File: config.mk
export PLATFORM = sky130hd
export DESIGN_NAME = lsu_bus_if_flat
export DESIGN_NICKNAME = d
export VERILOG_FILES = /design/src/rtl/lsu_bus_if_if.sv /design/src/rtl/lsu_bus_if.sv /design/src/flat_wrapper.sv
export SDC_FILE = /design/constraint.sdc
export NUM_CORES = 1
export LEC_CHECK = 0
export BUFFER_PORTS_ARGS = -buffer_cell sky130_fd_sc_hd__buf_4
export CAP_MARGIN = 25
export CORE_UTILIZATION = 49
export DETAILED_ROUTE_END_ITERATION = 12
export PLACE_DENSITY = 0.87
export SLEW_MARGIN = 30
export SYNTH_ARGS = -nofsm -noshare
export SYNTH_HDL_FRONTEND = slang
export SYNTH_SLANG_ARGS = --single-unit
export TNS_END_PERCENT = 100
File: constraint.sdc
create_clock -name clk -period 4.9 [get_ports clk]
set_clock_uncertainty 0.1 [all_clocks]
set_input_delay 0.49 -clock clk [delete_from_list [all_inputs] [get_ports clk]]
set_output_delay 0.49 -clock clk [all_outputs]
set_load 0.01 [all_outputs]
File: src/rtl/lsu_bus_if_if.sv
// Word-wide external data bus between the load/store unit (master) and memory (slave).
// The request is a valid/ready handshake; read data returns later on a separate strobe.
interface lsu_bus_if_if;
    logic        bus_valid;
    logic        bus_ready;
    logic        bus_we;
    logic [31:0] bus_addr;
    logic [3:0]  bus_wstrb;
    logic [31:0] bus_wdata;
    logic        bus_rvalid;
    logic [31:0] bus_rdata;

    modport master (
        output bus_valid, bus_we, bus_addr, bus_wstrb, bus_wdata,
        input  bus_ready, bus_rvalid, bus_rdata
    );

    modport slave (
        input  bus_valid, bus_we, bus_addr, bus_wstrb, bus_wdata,
        output bus_ready, bus_rvalid, bus_rdata
    );
endinterface

File: src/rtl/lsu_bus_if.sv
// Load/store unit: turns RV32 load/store requests into word-aligned bus transactions,
// extends load data, stalls the pipeline while busy and flags bad or timed-out accesses.
module lsu_bus_if #(
    parameter int unsigned TIMEOUT = 255
) (
    input  logic        clk,
    input  logic        rst,
    input  logic        req_valid,
    input  logic        req_we,
    input  logic [2:0]  req_funct3,
    input  logic [31:0] req_addr,
    input  logic [31:0] req_wdata,
    output logic        stall,
    output logic        rsp_valid,
    output logic [31:0] rsp_rdata,
    output logic        fault,
    output logic [1:0]  fault_cause,
    lsu_bus_if_if.master bus
);

    localparam int unsigned   CW       = $clog2(TIMEOUT + 1);
    localparam logic [CW-1:0] CNT_LAST = CW'(TIMEOUT - 1);

    typedef enum logic [1:0] {IDLE, REQ, WAIT_R, DONE} state_e;

    localparam logic [1:0] CAUSE_NONE    = 2'b00;
    localparam logic [1:0] CAUSE_MISALIGN = 2'b01;
    localparam logic [1:0] CAUSE_ILLEGAL = 2'b10;
    localparam logic [1:0] CAUSE_TIMEOUT = 2'b11;

    state_e      state_q, state_d;
    logic [CW-1:0] cnt_q, cnt_d;
    logic [1:0]  off_q, off_d;
    logic        we_q, we_d;
    logic [2:0]  funct3_q, funct3_d;

    logic        bus_valid_q, bus_valid_d;
    logic        bus_we_q, bus_we_d;
    logic [31:0] bus_addr_q, bus_addr_d;
    logic [3:0]  bus_wstrb_q, bus_wstrb_d;
    logic [31:0] bus_wdata_q, bus_wdata_d;
    logic        rsp_valid_q, rsp_valid_d;
    logic [31:0] rsp_rdata_q, rsp_rdata_d;
    logic        fault_q, fault_d;
    logic [1:0]  fault_cause_q, fault_cause_d;

    logic        req_illegal;
    logic        req_misaligned;
    logic [3:0]  req_strb;
    logic [31:0] req_lanes;
    logic [7:0]  lane_b;
    logic [15:0] lane_h;
    logic [31:0] load_ext;

    // Decode of the incoming request; only consulted while IDLE.
    always_comb begin
        // NOTE: every combinational output gets a default first so no latch is inferred.
        req_illegal = 1'b1;
        case (req_funct3)
            3'b000, 3'b001, 3'b010: req_illegal = 1'b0;
            3'b100, 3'b101:         req_illegal = req_we;
            default:                req_illegal = 1'b1;
        endcase
        req_misaligned = ((req_funct3[1:0] == 2'b01) && req_addr[0]) ||
                         ((req_funct3[1:0] == 2'b10) && (req_addr[1:0] != 2'b00));

        req_strb  = 4'b1111;
        req_lanes = req_wdata;
        case (req_funct3[1:0])
            2'b00: begin
                req_strb  = 4'b0001 << req_addr[1:0];
                req_lanes = {4{req_wdata[7:0]}};
            end
            2'b01: begin
                req_strb  = 4'b0011 << req_addr[1:0];
                req_lanes = {2{req_wdata[15:0]}};
            end
            default: begin
                req_strb  = 4'b1111;
                req_lanes = req_wdata;
            end
        endcase
    end

    // Lane extraction and extension of the returned read word.
    always_comb begin
        lane_b   = bus.bus_rdata[{off_q, 3'b000} +: 8];
        lane_h   = bus.bus_rdata[{off_q[1], 4'b0000} +: 16];
        load_ext = '0;
        case (funct3_q)
            3'b000:  load_ext = {{24{lane_b[7]}}, lane_b};
            3'b001:  load_ext = {{16{lane_h[15]}}, lane_h};
            3'b010:  load_ext = bus.bus_rdata;
            3'b100:  load_ext = {24'b0, lane_b};
            3'b101:  load_ext = {16'b0, lane_h};
            default: load_ext = '0;
        endcase
    end

    always_comb begin
        state_d       = state_q;
        cnt_d         = cnt_q;
        off_d         = off_q;
        we_d          = we_q;
        funct3_d      = funct3_q;
        bus_valid_d   = 1'b0;
        bus_we_d      = 1'b0;
        bus_addr_d    = '0;
        bus_wstrb_d   = '0;
        bus_wdata_d   = '0;
        rsp_valid_d   = 1'b0;
        rsp_rdata_d   = '0;
        fault_d       = 1'b0;
        fault_cause_d = CAUSE_NONE;

        case (state_q)
            IDLE: begin
                if (req_valid) begin
                    if (req_illegal) begin
                        fault_d       = 1'b1;
                        fault_cause_d = CAUSE_ILLEGAL;
                    end else if (req_misaligned) begin
                        fault_d       = 1'b1;
                        fault_cause_d = CAUSE_MISALIGN;
                    end else begin
                        state_d     = REQ;
                        cnt_d       = '0;
                        off_d       = req_addr[1:0];
                        we_d        = req_we;
                        funct3_d    = req_funct3;
                        bus_valid_d = 1'b1;
                        bus_we_d    = req_we;
                        bus_addr_d  = {req_addr[31:2], 2'b00};
                        bus_wstrb_d = req_we ? req_strb : 4'b0000;
                        bus_wdata_d = req_we ? req_lanes : 32'b0;
                    end
                end
            end

            REQ: begin
                cnt_d = cnt_q + CW'(1);
                if (bus.bus_ready && we_q) begin
                    state_d     = DONE;
                    rsp_valid_d = 1'b1;
                end else if (cnt_q == CNT_LAST) begin
                    state_d       = DONE;
                    rsp_valid_d   = 1'b1;
                    fault_d       = 1'b1;
                    fault_cause_d = CAUSE_TIMEOUT;
                end else if (bus.bus_ready) begin
                    state_d = WAIT_R;
                end else begin
                    bus_valid_d = 1'b1;
                    bus_we_d    = bus_we_q;
                    bus_addr_d  = bus_addr_q;
                    bus_wstrb_d = bus_wstrb_q;
                    bus_wdata_d = bus_wdata_q;
                end
            end

            WAIT_R: begin
                cnt_d = cnt_q + CW'(1);
                if (bus.bus_rvalid) begin
                    state_d     = DONE;
                    rsp_valid_d = 1'b1;
                    rsp_rdata_d = load_ext;
                end else if (cnt_q == CNT_LAST) begin
                    state_d       = DONE;
                    rsp_valid_d   = 1'b1;
                    fault_d       = 1'b1;
                    fault_cause_d = CAUSE_TIMEOUT;
                end
            end

            DONE: state_d = IDLE;

            default: state_d = IDLE;
        endcase
    end

    always_ff @(posedge clk or posedge rst) begin
        if (rst) begin
            state_q       <= IDLE;
            cnt_q         <= '0;
            off_q         <= '0;
            we_q          <= 1'b0;
            funct3_q      <= '0;
            bus_valid_q   <= 1'b0;
            bus_we_q      <= 1'b0;
            bus_addr_q    <= '0;
            bus_wstrb_q   <= '0;
            bus_wdata_q   <= '0;
            rsp_valid_q   <= 1'b0;
            rsp_rdata_q   <= '0;
            fault_q       <= 1'b0;
            fault_cause_q <= CAUSE_NONE;
        end else begin
            state_q       <= state_d;
            cnt_q         <= cnt_d;
            off_q         <= off_d;
            we_q          <= we_d;
            funct3_q      <= funct3_d;
            bus_valid_q   <= bus_valid_d;
            bus_we_q      <= bus_we_d;
            bus_addr_q    <= bus_addr_d;
            bus_wstrb_q   <= bus_wstrb_d;
            bus_wdata_q   <= bus_wdata_d;
            rsp_valid_q   <= rsp_valid_d;
            rsp_rdata_q   <= rsp_rdata_d;
            fault_q       <= fault_d;
            fault_cause_q <= fault_cause_d;
        end
    end

    // Stall must rise in the request cycle itself, so it is the one combinational output;
    // gating with rst keeps it at its reset value while reset is held.
    assign stall = !rst && ((state_q == IDLE && req_valid && !req_illegal && !req_misaligned) ||
                            state_q == REQ || state_q == WAIT_R);

    assign rsp_valid     = rsp_valid_q;
    assign rsp_rdata     = rsp_rdata_q;
    assign fault         = fault_q;
    assign fault_cause   = fault_cause_q;
    assign bus.bus_valid = bus_valid_q;
    assign bus.bus_we    = bus_we_q;
    assign bus.bus_addr  = bus_addr_q;
    assign bus.bus_wstrb = bus_wstrb_q;
    assign bus.bus_wdata = bus_wdata_q;

endmodule

File: src/flat_wrapper.sv
// flat-port wrapper written by rule: the top's interface ports become plain ports
module lsu_bus_if_flat 
#(
    parameter int unsigned TIMEOUT = 255
)
  (clk, rst, req_valid, req_we, req_funct3, req_addr, req_wdata, stall, rsp_valid, rsp_rdata, fault, fault_cause, bus_bus_valid, bus_bus_we, bus_bus_addr, bus_bus_wstrb, bus_bus_wdata, bus_bus_ready, bus_bus_rvalid, bus_bus_rdata);
  lsu_bus_if_if bus_i ();
  input  logic clk;
  input  logic rst;
  input  logic req_valid;
  input  logic req_we;
  input  logic [2:0] req_funct3;
  input  logic [31:0] req_addr;
  input  logic [31:0] req_wdata;
  output logic stall;
  output logic rsp_valid;
  output logic [31:0] rsp_rdata;
  output logic fault;
  output logic [1:0] fault_cause;
  output wire logic [$bits(bus_i.bus_valid)-1:0] bus_bus_valid;
  output wire logic [$bits(bus_i.bus_we)-1:0] bus_bus_we;
  output wire logic [$bits(bus_i.bus_addr)-1:0] bus_bus_addr;
  output wire logic [$bits(bus_i.bus_wstrb)-1:0] bus_bus_wstrb;
  output wire logic [$bits(bus_i.bus_wdata)-1:0] bus_bus_wdata;
  input wire logic [$bits(bus_i.bus_ready)-1:0] bus_bus_ready;
  input wire logic [$bits(bus_i.bus_rvalid)-1:0] bus_bus_rvalid;
  input wire logic [$bits(bus_i.bus_rdata)-1:0] bus_bus_rdata;
  assign bus_bus_valid = bus_i.bus_valid;
  assign bus_bus_we = bus_i.bus_we;
  assign bus_bus_addr = bus_i.bus_addr;
  assign bus_bus_wstrb = bus_i.bus_wstrb;
  assign bus_bus_wdata = bus_i.bus_wdata;
  assign bus_i.bus_ready = bus_bus_ready;
  assign bus_i.bus_rvalid = bus_bus_rvalid;
  assign bus_i.bus_rdata = bus_bus_rdata;
  lsu_bus_if #(.TIMEOUT(TIMEOUT)) u_core (.clk(clk), .rst(rst), .req_valid(req_valid), .req_we(req_we), .req_funct3(req_funct3), .req_addr(req_addr), .req_wdata(req_wdata), .stall(stall), .rsp_valid(rsp_valid), .rsp_rdata(rsp_rdata), .fault(fault), .fault_cause(fault_cause), .bus(bus_i));
endmodule
==> impl_metrics.json <==
{
  "ys_async_sr_fraction_pct": 100.0,
  "hold_slack_ns": -0.01432,
  "ctsRootBufferMaster": "clkbuf_8",
  "drc_errors": 0,
  "post-cts-setup-buffers": 0,
  "switching_share_pct": 31.35,
  "leakagePower_nw": 3.825,
  "grt_pass1_wl_um": 23990,
  "violations": "negative hold slack",
  "fillers": 767,
  "pwr-share-seq_pct": 34.2,
  "wl_per_cell_um": 18.31,
  "ios": 212,
  "clock-sinks": 120,
  "die-area_um2": 11480,
  "power.total_mw": 3.555,
  "yosys_most_used_dff": "dfrtp_1",
  "clockBufferDepth": 2,
  "antenna_found_initial": 0,
  "portBuffers": 209,
  "grt_setup_unrepaired": "false",
  "cts-hold-fix-buffers": 0,
  "cts_tree": "built",
  "gp_congestion": 0.9110,
  "final_max_slew_viol_count": 0,
  "status": "finished with violations",
  "grt-ovfl-total": 0,
  "routed_wl_um": 15510,
  "critPathLaunchType": "register",
  "ir_drop_uv": 383.8,
  "wl_met3_um": 916,
  "initialDrtViolationCount": 400,
  "via_per_inst": 5.675,
  "fin_util_pct": 70.86,
  "grt_use_total_pct": 27.64,
  "dp.final_hpwl_um": 11010,
  "m1WireLength_um": 6372,
  "p_comb_share_pct": 29.0,
  "ys_ff_latch": 120,
  "synth_cell_types": 52,
  "p_int_mw": 2.440,
  "syn_area_um2": 5418,
  "syn_area_per_cell_um2": 10.75,
  "place_inst": 817,
  "slew_headroom_pct": 49.57,
  "drt_pre_antenna_iters": 5,
  "path_buf_inv": 2,
  "max_freq_ghz": 0.3264,
  "setup_tns_ns": 0,
  "period_share_pct": 62.53,
  "synth_edf_count": 0,
  "endpoint_kind": "output port",
  "worst_path_largest_cell_delay_ns": 0.44,
  "via_count": 4807,
  "p_sw_mw": 1.114,
  "worstPathRequired_ns": 4.31,
  "area_delta_synth_final_pct": 41.15,
  "netlist_instances": 504,
  "powerDensity_nw_per_um2": 464.8,
  "slowest_stage": "a21oi_4",
  "dr_wl_met2_um": 7608,
  "max-cap-violations": 0,
  "drtAntennaViolNets": 0,
  "ys_seq_area_share_pct": 55.43,
  "antenna_cells": 0,
  "core_um2": 10790,
  "die_y_um": 107.2,
  "path_cells": "inv_1, ha_1, nand2_1, a21oi_4, nor3_1, nor2_1, buf_4",
  "post-place-ws_ns": 1.811,
  "setup_ws_ns": 1.836,
  "min_path_type": "in2async",
  "routed.top_layer": "met4",
  "cts.reportedPaths.clkPinSlew_ns": 0.06,
  "drive_above_1_share_pct": 38.05,
  "ys_warn_count": 0,
  "layoutNonFillerInstCount": 847,
  "cp_max_fo": 19,
  "crit_type": "reg2out",
  "cts_resized": 0,
  "regArea_um2": 3003,
  "fp-row-count": 38,
  "insertion_delay_ns": 0.51,
  "setup_viol": 0,
  "hold_viol": 22,
  "fin_nets": 808,
  "initial_utilization_pct": 50.20,
  "cts_made_buffers": 17,
  "die_w_um": 107.2,
  "multi_input_area_um2": 2227,
  "worstMarginPinSlew_ns": 0.7565,
  "grt_max_degree": 75,
  "grt_pass1_vias": 4610,
  "h-tree-depth": 4,
  "period_needed_ns": 3.064,
  "crit_family": "compound AO/OA/AOI/OAI gates",
  "arrival_ns": 2.47,
  "clkPwrFrac_pct": 36.8
}
-- per-stage QoR --
stage,area (um2),hold slack (ns)
floorplan,5421,0.3806
global placement,7004,0.3654
detailed placement,7010,0.3713
CTS,7634,0.06695
global route,7647,0.02755
finish,7647,-0.01432
-- routing by layer --
| layer | vias to the layer above | track usage (%) |
|---|---|---|
| met4 | 0 | 14.19 |
| met2 | 212 | 44.10 |
| li1 | 2203 | - |
| met3 | 48 | 6.018 |
| met5 | - | 0 |
| met1 | 2344 | 35.42 |
-- cells in the final DEF, fill, tap and decap left out, drive strengths merged, types with 10 or more instances in the layout --
cell type / synthesis / layout
nor2: 24 / 24
clkbuf: 27 / 22
nor2b: 19 / 19
inv: 10 / 10
mux2i: 13 / 13
a22oi: 14 / 14
nand2: 62 / 62
buf: 11 / 210
mux2: 20 / 20
a21oi: 43 / 43
dfrtp: 120 / 120
o21ai: 35 / 35
a22o: 40 / 40
-- power groups by stage --
stage                     registers, mW  logic, mW  clock network, mW
final                              1.22       1.03               1.31
after global routing               1.23       1.13               1.37
after CTS                          1.21       1.01               1.33
after detailed placement           1.23       1.00                  0
after global placement             1.22      0.971                  0
after floorplan                    1.21      0.666                  0
-- final cells by class --
| type | instances | share of cell area (%) |
|---|---|---|
| Sequential cell | 120 | 39.27 |
| Multi-Input combinational cell | 337 | 29.12 |
| Timing Repair Buffer | 210 | 20.62 |
| Clock buffer | 22 | 5.923 |
| Tap cell | 140 | 2.291 |
| Clock inverter | 8 | 2.225 |
| Inverter | 10 | 0.5563 |
-- registers in the layout, summed over array words and instances, names as in the netlist, 2 cells and up --
name                  count
u_core.off_q              2
u_core.bus.bus_wstrb      4
u_core.funct3_q           3
u_core.cnt_q              8
u_core.rsp_rdata         32
u_core.bus.bus_wdata     32
u_core.bus.bus_addr      30
u_core.state_q            2
u_core.fault_cause        2
-- logic make-up after synthesis --
family | count (synthesis) | share of synthesized area, %
other cells | 1 | 0.06922
flops | 120 | 55.43
simple gates | 131 | 11.27
fa+ha+maj | 7 | 1.617
mux | 34 | 6.975
compound gates | 163 | 20.76
buf+inv | 48 | 3.880
-- final timing paths --
| kind | startpoint | to | slack [ns] | cells past startpoint |
|---|---|---|---|---|
| worst max-delay path | u_core.state_q[0] | stall | 1.84 | 7 |
| worst min-delay path | rst | u_core.bus.bus_wdata[25] | -0.01 | 2 |
| worst max register to register | u_core.state_q[0] | u_core.bus.bus_wdata[21] | 2.23 | 6 |
| worst min register to register | u_core.bus.bus_we | u_core.bus.bus_we | 0.38 | 2 |
| max in group asynchronous | rst | u_core.bus.bus_wdata[6] | 3.67 | 3 |
| min in group clk | req_addr[25] | u_core.bus.bus_addr[25] | 0.09 | 2 |
-- cell usage after synthesis, types with 2 or more instances --
library cell | count | area (um2)
dfrtp_1 | 120 | 3003
nand2_1 | 62 | 232.7
a21oi_1 | 42 | 210.2
a22o_1 | 40 | 350.3
o21ai_0 | 33 | 165.2
clkbuf_1 | 27 | 101.4
nor2_1 | 24 | 90.09
mux2_2 | 19 | 214.0
nor2b_1 | 19 | 118.9
a22oi_1 | 14 | 105.1
mux2i_1 | 13 | 130.1
inv_1 | 10 | 37.54
ha_1 | 7 | 87.58
o2111ai_1 | 7 | 61.31
buf_2 | 6 | 30.03
nand3_1 | 6 | 30.03
and3_1 | 4 | 25.02
or2_2 | 4 | 25.02
a21o_1 | 3 | 22.52
a221o_1 | 3 | 30.03
a211o_1 | 2 | 17.52
a221oi_1 | 2 | 17.52
and2_1 | 2 | 12.51
buf_4 | 2 | 15.01
buf_6 | 2 | 22.52
nand4_1 | 2 | 12.51
nor3_1 | 2 | 10.01
o21ai_1 | 2 | 10.01
o22ai_1 | 2 | 12.51
No activity file was read; power rests on OpenSTA's default activity.
